==> config.mk <==
export PLATFORM = sky130hd
export DESIGN_NAME = latch_write_seq
export DESIGN_NICKNAME = d
export VERILOG_FILES = /design/src/rtl/latch_write_seq.sv
export SDC_FILE = /design/constraint.sdc
export NUM_CORES = 1
export LEC_CHECK = 0
export BUFFER_PORTS_ARGS = -buffer_cell sky130_fd_sc_hd__buf_2
export CORE_MARGIN = 5
export CORE_UTILIZATION = 57
export CTS_BUF_LIST = sky130_fd_sc_hd__clkbuf_2
export DETAILED_ROUTE_END_ITERATION = 8
export GPL_TIMING_DRIVEN = 1
export PLACE_DENSITY = 0.87
export SETUP_SLACK_MARGIN = 0.02
export SYNTH_ARGS = -nofsm -noshare
export SYNTH_HDL_FRONTEND = slang
export SYNTH_SLANG_ARGS = --single-unit
export TNS_END_PERCENT = 50
==> constraint.sdc <==
create_clock -name clk -period 3.85 [get_ports clk]
set_input_delay 0.1925 -clock clk [delete_from_list [all_inputs] [get_ports clk]]
set_output_delay 0.1925 -clock clk [all_outputs]
set_load 0.005 [all_outputs]
==> src/rtl/latch_write_seq.sv <==
// Write sequencer for a bank of level-sensitive D latches with guaranteed setup/pulse/hold windows.
// Optional broadcast writes are enabled by defining LATCH_WRITE_SEQ_BROADCAST_EN (adds in_bcast).
`timescale 1ns/1ps
module latch_write_seq #(
    parameter int DATA_W    = 8,
    parameter int NUM_LATCH = 4,
    parameter int SETUP_CYC = 1,
    parameter int PULSE_CYC = 2,
    parameter int HOLD_CYC  = 1,
    localparam int ADDR_W   = $clog2(NUM_LATCH)
) (
    input  logic                 clk,
    input  logic                 rstn,
    input  logic                 in_valid,
    output logic                 in_ready,
    input  logic [ADDR_W-1:0]    in_addr,
    input  logic [DATA_W-1:0]    in_data,
`ifdef LATCH_WRITE_SEQ_BROADCAST_EN
    input  logic                 in_bcast,
`endif
    output logic [DATA_W-1:0]    lat_d,
    output logic [NUM_LATCH-1:0] lat_en,
    output logic                 busy,
    output logic                 err
);

    localparam int MAX_A   = (SETUP_CYC > PULSE_CYC) ? SETUP_CYC : PULSE_CYC;
    localparam int MAX_CYC = (MAX_A > HOLD_CYC) ? MAX_A : HOLD_CYC;
    localparam int CNT_W   = (MAX_CYC > 1) ? $clog2(MAX_CYC) : 1;

    typedef enum logic [1:0] {IDLE, SETUP, PULSE, HOLD} state_t;

    state_t              state_reg;
    logic [CNT_W-1:0]    cnt_reg;
    logic [ADDR_W-1:0]   addr_reg;
    logic                bcast_reg;
    logic                bcast_req;
    logic                addr_ok;
    logic [NUM_LATCH-1:0] onehot;

`ifdef LATCH_WRITE_SEQ_BROADCAST_EN
    assign bcast_req = in_bcast;
`else
    assign bcast_req = 1'b0;
`endif

    // Broadcast writes skip the range check entirely.
    assign addr_ok = bcast_req || (int'(in_addr) < NUM_LATCH);

    // Decode comes from the stored address; it only reaches lat_en through a flop.
    for (genvar gi = 0; gi < NUM_LATCH; gi++) begin : g_onehot
        assign onehot[gi] = (addr_reg == ADDR_W'(gi));
    end

    always_ff @(posedge clk or negedge rstn) begin
        if (!rstn) begin
            state_reg <= IDLE;
            cnt_reg   <= '0;
            addr_reg  <= '0;
            bcast_reg <= 1'b0;
            lat_d     <= '0;
            lat_en    <= '0;
            busy      <= 1'b0;
            err       <= 1'b0;
            in_ready  <= 1'b0;
        end else begin
            err <= 1'b0;
            case (state_reg)
                IDLE: begin
                    in_ready <= 1'b1;
                    if (in_valid && in_ready) begin
                        if (addr_ok) begin
                            addr_reg  <= in_addr;
                            bcast_reg <= bcast_req;
                            lat_d     <= in_data;
                            cnt_reg   <= CNT_W'(SETUP_CYC - 1);
                            state_reg <= SETUP;
                            busy      <= 1'b1;
                            in_ready  <= 1'b0;
                        end else begin
                            err <= 1'b1;
                        end
                    end
                end
                SETUP: begin
                    if (cnt_reg == '0) begin
                        cnt_reg   <= CNT_W'(PULSE_CYC - 1);
                        state_reg <= PULSE;
                        lat_en    <= bcast_reg ? '1 : onehot;
                    end else begin
                        cnt_reg <= cnt_reg - 1'b1;
                    end
                end
                PULSE: begin
                    if (cnt_reg == '0) begin
                        cnt_reg   <= CNT_W'(HOLD_CYC - 1);
                        state_reg <= HOLD;
                        lat_en    <= '0;
                    end else begin
                        cnt_reg <= cnt_reg - 1'b1;
                    end
                end
                HOLD: begin
                    if (cnt_reg == '0) begin
                        state_reg <= IDLE;
                        busy      <= 1'b0;
                        in_ready  <= 1'b1;
                    end else begin
                        cnt_reg <= cnt_reg - 1'b1;
                    end
                end
                default: begin
                    state_reg <= IDLE;
                    lat_en    <= '0;
                    busy      <= 1'b0;
                end
            endcase
        end
    end

endmodule

==> reports/results.txt, run 1 <==
Outcome -> completed
Arrival time worst endpoint -> 1960 ps
Main combinational cell family by area after synthesis -> multiplexers
Post-Synthesis Cells -> 66
Layout Nets -> 118
Max rail drop VDD -> 0.457 mV
Top reg by flops -> lat_d
Cell Area, Placed -> 0.00112 mm²
# resized after CTS -> 0
Final setup fails -> 0
Core Box Area -> 0.00167 mm²
Clk_lat worst skew -> 310 ps
Post-Route Skew -> 6.11 ps
Setup TNS -> 0 ps
Synth Area in XOR/XNOR -> 0%
Total grt overflow -> 0
Top Ports -> 28
Die area -> 0.00264 mm²
Crit start category -> flop
Fin crit period -> 1740 ps
DR iter-0 viols -> 0
Dpl cells -> 108
Met1 global-route usage -> 16.7%
Hold buffers post-CTS -> 1
Met3 usage -> 3.21%
Fillers -> 132
Post-synth EDFFs -> 0
Max reg flops -> 8
Die Y -> 51.4 µm
Met2 Usage GRT -> 26.2%
Synth async-reset ratio -> 100%
Top post-synthesis cells by area -> dfrtp_1 (49%), mux2_2 (13%), ha_1 (10%)
Cell Rows -> 15
Total number of vias -> 607
Starting Density -> 58.4%
Cell area power density -> 812 mW/mm²
GP Congestion -> 0.842
CTS clk-pin slew, worst paths -> 180 ps
Final hold vios -> 0
Synth Area per Inst -> 14.8 µm²
TritonRoute pass-1 iters -> 1
Sequential group share of total power -> 39.5%
Hold slack -> 100 ps
TritonCTS clock tree -> built
Sw Ratio -> 36.2%
Register area -> 475 µm²
Drt drc -> 0
RSZ-0062 raised after global routing -> false
Detailed Route WL -> 1690 µm
Root buf cell -> clkbuf_2
DRT antenna net count -> 0
Critical path class -> flop to flop
Seq/Total Area, Yosys -> 48.8%
Port Buffers -> 26
Post-Route Utilization -> 68.8%
Post-Synth Adder-Cell Area -> 10.3%
Area of the multi-input gates -> 484 µm²
Biggest regs -> lat_d (8), lat_en (4)
Crit. End Element -> flop
Placed wire-length estimate -> 1340 µm
Net Count, Synth -> 87
Max Slew Vio Count -> 0
Layout area overhead -> 17.8%
Initial antenna violation count -> 0
Comb power frac -> 51.3%
R2R Setup Slk -> 2110 ps
Gr usage total -> 14.8%
Clock buffer depth -> 2
Finished Layout Cells -> 113
F_max -> 575 MHz
Share of post-route cells with drive strength above 1 -> 55.2%
TritonCTS buffer count -> 3
Most frequent cell after synthesis -> dfrtp_1
Main synth FF type -> dfrtp_1
Final cycle utilization of the critical path -> 45.1%
Switch Pwr -> 0.337 mW
Clock sinks -> 19
Required @ worst endpoint -> 4070 ps
Hold Crit Class -> input pin to flop
Post-synthesis simple-gate area fraction -> 8.73%
Most Crowded Layer GR -> met2
Global-route wire length before repair -> 2910 µm
Commonest cells in the netlist -> dfrtp_1 (19), mux2_2 (11), ha_1 (8)
Max_cap viols -> 0
Synth Cell Area -> 975 µm²
Die width -> 51.4 µm
CTS H-tree depth -> 1
Clock group share of total power -> 9.2%
Vias in the first global route -> 683
YS warnings -> 0
Synthesized flop and latch total -> 19
Max FO, Critical Path -> 6
Vias per inst -> 5.37
Unique cell type count in the Yosys netlist -> 22
Multiplexer area fraction after synthesis -> 20.4%
Wirelength per Cell -> 14.9 µm
Antenna diodes -> 0
Yosys top cell area share -> 48.8%
Design area -> 0.00115 mm²
Pin count of the biggest net entering global routing -> 20
Total internal power -> 0.595 mW
Lkg Pwr -> 0.576 nW
Setup repair bufs after CTS -> 0
Yosys top cell by area -> dfrtp_1
Compound-cell area share of the yosys netlist -> 9.88%
## kinds of logic after synthesis
group | Yosys count
buffers and inverters | 3
DFF | 19
AOI/OAI and AO/OA | 9
adders and majority gates | 8
other | 1
muxes | 16
and+or+nand+nor | 10
## worst paths after layout
kind,startpoint,endpoint,depth (start not counted)
max reg2reg,state_reg[1],state_reg[1],5
max,state_reg[1],state_reg[1],5
max in group asynchronous,rstn,addr_reg[0],2
min in group asynchronous,rstn,lat_en[1],2
min reg2reg,lat_d[5],lat_d[5],1
min,in_data[4],lat_d[4],2
## final cells by class
class                      count  share of cell area, %
clock buffer                   3                   1.31
clock inverter                 1                  0.436
inverter                       2                  0.654
multi-input combinational     44                   42.2
sequential                    19                   41.4
tap                           17                   1.85
timing repair buffer          27                   12.2
## power groups by stage
stage               clock (mW)  sequential, mW  combinational, mW
finish                  0.0861           0.368              0.478
global route             0.100           0.384              0.522
CTS                     0.0916           0.368              0.487
detailed placement           0           0.374              0.484
global placement             0           0.366              0.467
floorplan                    0           0.369              0.348
## critical path: stages (launching register included)
cell	delay [ps]
dfrtp_1	490
inv_1	160
ha_1	270
a21boi_4	270
nand2b_4	170
mux2_4	290
## cell usage in the layout (no fill, tap or decap)
cell type	instances
nand3_4	1
o21ai_1	1
a21boi_4	1
nor2_1	1
clkinv_2	1
dlygate4sd3_1	1
nand2b_4	1
inv_1	2
nor3_1	2
and3b_2	1
a21oi_1	1
mux2_4	5
o31ai_4	1
o21a_4	1
a21o_2	1
clkbuf_2	3
a22oi_1	1
mux2_2	11
nor3b_1	3
dfrtp_1	19
o31ai_1	2
conb_1	1
nand3b_1	1
ha_1	8
buf_2	26
## metrics by stage
stage	power, mW	worst slack (ps)
floorplan	0.717	2280
global placement	0.832	2220
detailed placement	0.858	2130
CTS	0.947	2100
global route	1.01	2040
finish	0.932	2110
## routing by layer
layer  up-vias  share of wire (%)
li1        295                  -
met1       297                 41
met2        13                 55
met3         2                3.3
met4         0               0.83
met5         -                  0
Note: power is estimated with default switching activity, not from simulation.
==> run 2, diff against run 1 <==
--- a/config.mk
+++ b/config.mk
@@ -5,13 +5,14 @@
 export SDC_FILE = /design/constraint.sdc
 export NUM_CORES = 1
 export LEC_CHECK = 0
+export ABC_AREA = 1
 export BUFFER_PORTS_ARGS = -buffer_cell sky130_fd_sc_hd__buf_2
 export CORE_MARGIN = 5
-export CORE_UTILIZATION = 57
+export CORE_UTILIZATION = 48
 export CTS_BUF_LIST = sky130_fd_sc_hd__clkbuf_2
 export DETAILED_ROUTE_END_ITERATION = 8
 export GPL_TIMING_DRIVEN = 1
-export PLACE_DENSITY = 0.87
+export PLACE_DENSITY = 0.77
 export SETUP_SLACK_MARGIN = 0.02
 export SYNTH_ARGS = -nofsm -noshare
 export SYNTH_HDL_FRONTEND = slang
==> constraint.sdc (replaced) <==
create_clock -name clk -period 1.5 [get_ports clk]
set_input_delay 0.075 -clock clk [delete_from_list [all_inputs] [get_ports clk]]
set_output_delay 0.075 -clock clk [all_outputs]
set_load 0.005 [all_outputs]
==> reports/results.txt, run 2 <==
Hold Crit Class -> input pin to flop
Post-Synthesis Cells -> 108 (+64%)
Layout Nets -> 171 (+45%)
Core Box Area -> 0.00198 mm² (+19%)
Top post-synthesis cells by area -> dfrtp_1 (47%), ha_1 (10%), nand2_1 (9.7%)
Clock buffer depth -> 2 (unchanged)
Clk_lat worst skew -> 300 ps (about the same)
Final hold vios -> 0 (unchanged)
Switch Pwr -> 0.996 mW (+200%)
Layout area overhead -> 29.0%
Drt drc -> 0 (unchanged)
Placed wire-length estimate -> 1490 µm (+11%)
CTS H-tree depth -> 1 (unchanged)
Die width -> 55.8 µm (+8.6%)
RSZ-0062 raised after global routing -> false
Fillers -> 166 (+26%)
Cell area power density -> 1830 mW/mm² (+130%)
Max reg flops -> 8 (unchanged)
Critical path class -> flop to flop
Net Count, Synth -> 129 (+48%)
Vias in the first global route -> 830 (+22%)
Clock sinks -> 19 (unchanged)
Yosys top cell area share -> 47.3% (-1.5 points)
DRT antenna net count -> 0 (unchanged)
Arrival time worst endpoint -> 1560 ps (-400 ps)
Comb power frac -> 53.1% (+1.8 points)
Crit start category -> flop
Design area -> 0.00130 mm² (+13%)
Sequential group share of total power -> 37.7% (-1.8 points)
Max FO, Critical Path -> 20 (+14)
Clock group share of total power -> 9.2% (about the same)
Port Buffers -> 26 (unchanged)
Initial antenna violation count -> 0 (unchanged)
TritonCTS buffer count -> 3 (unchanged)
Unique cell type count in the Yosys netlist -> 19 (-14%)
Synth async-reset ratio -> 100% (unchanged)
Total internal power -> 1.37 mW (+130%)
Crit path setup slack, layout -> 131 ps (-1980 ps)
Yosys top cell by area -> dfrtp_1
Vias per inst -> 4.65 (-13%)
Post-synth EDFFs -> 0 (unchanged)
Area of the multi-input gates -> 439 µm² (-9.3%)
Pre-CTS WS -> 46.0 ps (-2090 ps)
YS warnings -> 0 (unchanged)
Max rail drop VDD -> 1.11 mV (+140%)
Biggest regs -> lat_d (8), lat_en (4)
Cell Rows -> 16 (+1)
Synth Area per Inst -> 9.30 µm² (-37%)
CTS clk-pin slew, worst paths -> 180 ps (about the same)
Seq/Total Area, Yosys -> 47.3% (-1.5 points)
Final cycle utilization of the critical path -> 91.3% (+46 points)
Starting Density -> 50.7% (-7.7 points)
Top reg by flops -> lat_d
Setup TNS -> 0 ps (unchanged)
Share of post-route cells with drive strength above 1 -> 36.2% (-19 points)
Outcome -> completed
Synthesized flop and latch total -> 19 (unchanged)
Wirelength per Cell -> 11.5 µm (-23%)
Lkg Pwr -> 0.708 nW (+23%)
Final setup fails -> 0 (unchanged)
Die area -> 0.00311 mm² (+18%)
Fin crit period -> 1370 ps (-369 ps)
Most frequent cells in the layout -> nand2_1 (26), buf_2 (26), dfrtp_1 (18), inv_1 (16), dlygate4sd3_1 (11)
Register area -> 477 µm² (+0.26%)
Crit. End Element -> flop
Top Ports -> 28 (unchanged)
Antenna diodes -> 0 (unchanged)
Pin count of the biggest net entering global routing -> 21 (+5.0%)
Post-Route Skew -> 17.3 ps (+11.2 ps)
R2R Setup Slk -> 130 ps (-1980 ps)
Global-route wire length before repair -> 3550 µm (+22%)
Max Slew Vio Count -> 0 (unchanged)
Most frequent cell after synthesis -> nand2_1
Synth Cell Area -> 0.00100 mm² (+3.1%)
Gr usage total -> 14.2% (-0.65 points)
Total grt overflow -> 0 (unchanged)
TritonCTS clock tree -> built
Total number of vias -> 818 (+35%)
F_max -> 730 MHz (+27%)
Hold slack -> 167 ps (+67.4 ps)
DR iter-0 viols -> 16 (+16)
Commonest cells in the netlist -> nand2_1 (26), dfrtp_1 (19), inv_1 (16)
Required @ worst endpoint -> 1690 ps (-2380 ps)
Main synth FF type -> dfrtp_1
Detailed Route WL -> 2020 µm (+20%)
Sw Ratio -> 42.1% (+5.9 points)
GP Congestion -> 0.746 (-11%)
Cell Area, Placed -> 0.00115 mm² (+2.5%)
TritonRoute pass-1 iters -> 4 (+3)
Die Y -> 55.8 µm (+8.6%)
Root buf cell -> clkbuf_2
Max_cap viols -> 0 (unchanged)
## run 2: changes by cell type after synthesis, moves of 3 or more
cell     delta
nand2_1    +26
mux2_4      -5
o21ai_1     +8
o21ai_2     +9
inv_1      +14
nor3b_1     -3
mux2_2     -11
## run 2: cell families after synthesis
logic type / count (synthesis) / share of synthesized area (%)
and+or+nand+nor: 40 / 18.9
AOI/OAI and AO/OA: 20 / 14.1
buffers and inverters: 20 / 9.34
DFF: 19 / 47.3
adders and majority gates: 8 / 9.96
other: 1 / 0.373
## run 2: per-layer routing
layer,GRT usage [%],up-vias,part of all wire (%)
met5,0,-,0
met4,1.04,0,0
met3,5.10,0,4.6
met2,25.7,23,52
met1,16.6,380,43
li1,-,415,-
## run 2: path summary, 6_finish.rpt
kind,from,end,cells past startpoint
worst max-delay path,state_reg[1],lat_d[7],6
worst min-delay path,in_valid,cnt_reg,4
worst max register to register,state_reg[1],lat_d[7],6
worst min register to register,lat_d[1],lat_d[1],2
max in group asynchronous,rstn,state_reg[1],2
min in group asynchronous,rstn,lat_en[1],2
## run 2: worst max-delay path, cell delays in order (launching register included)
cell and delay, ps:
dfrtp_2 480, inv_1 130, ha_1 230, nand3_2 70, buf_4 220, nand2_1 100
o21ai_2 50
## run 2: cell type report
type / instances / area share [%]
Timing Repair Buffer: 40 / 20.3
Inverter: 17 / 4.92
Multi-Input combinational cell: 69 / 33.9
Sequential cell: 19 / 36.8
Clock buffer: 4 / 1.54
Tap cell: 27 / 2.61
## run 2: stage by stage
stage / total power, mW / util, % / std cells
after floorplan: 1.75 / - / 108
after global placement: 2.04 / 57.8 / 159
after detailed placement: 2.10 / 57.8 / 159
after CTS: 2.38 / 64.1 / 174
after global routing: 2.61 / 65.4 / 176
final: 2.37 / 65.4 / 176
## run 2: power by group through the flow
stage / combinational, mW / clock [mW] / sequential (mW)
final: 1.26 / 0.218 / 0.893
after detailed placement: 1.18 / 0 / 0.916
after CTS: 1.26 / 0.228 / 0.889
after global routing: 1.43 / 0.252 / 0.925
after floorplan: 0.837 / 0 / 0.914
after global placement: 1.13 / 0 / 0.904
## run 2: timing repair
| item | CTS | global route |
|---|---|---|
| resized for setup | 0 | 2 |
| hold buffers | 9 | 2 |
| endpoints found under the hold margin | 27 | 2 |
| setup buffers | 2 | 0 |
| setup endpoints to repair | 1 | 9 |
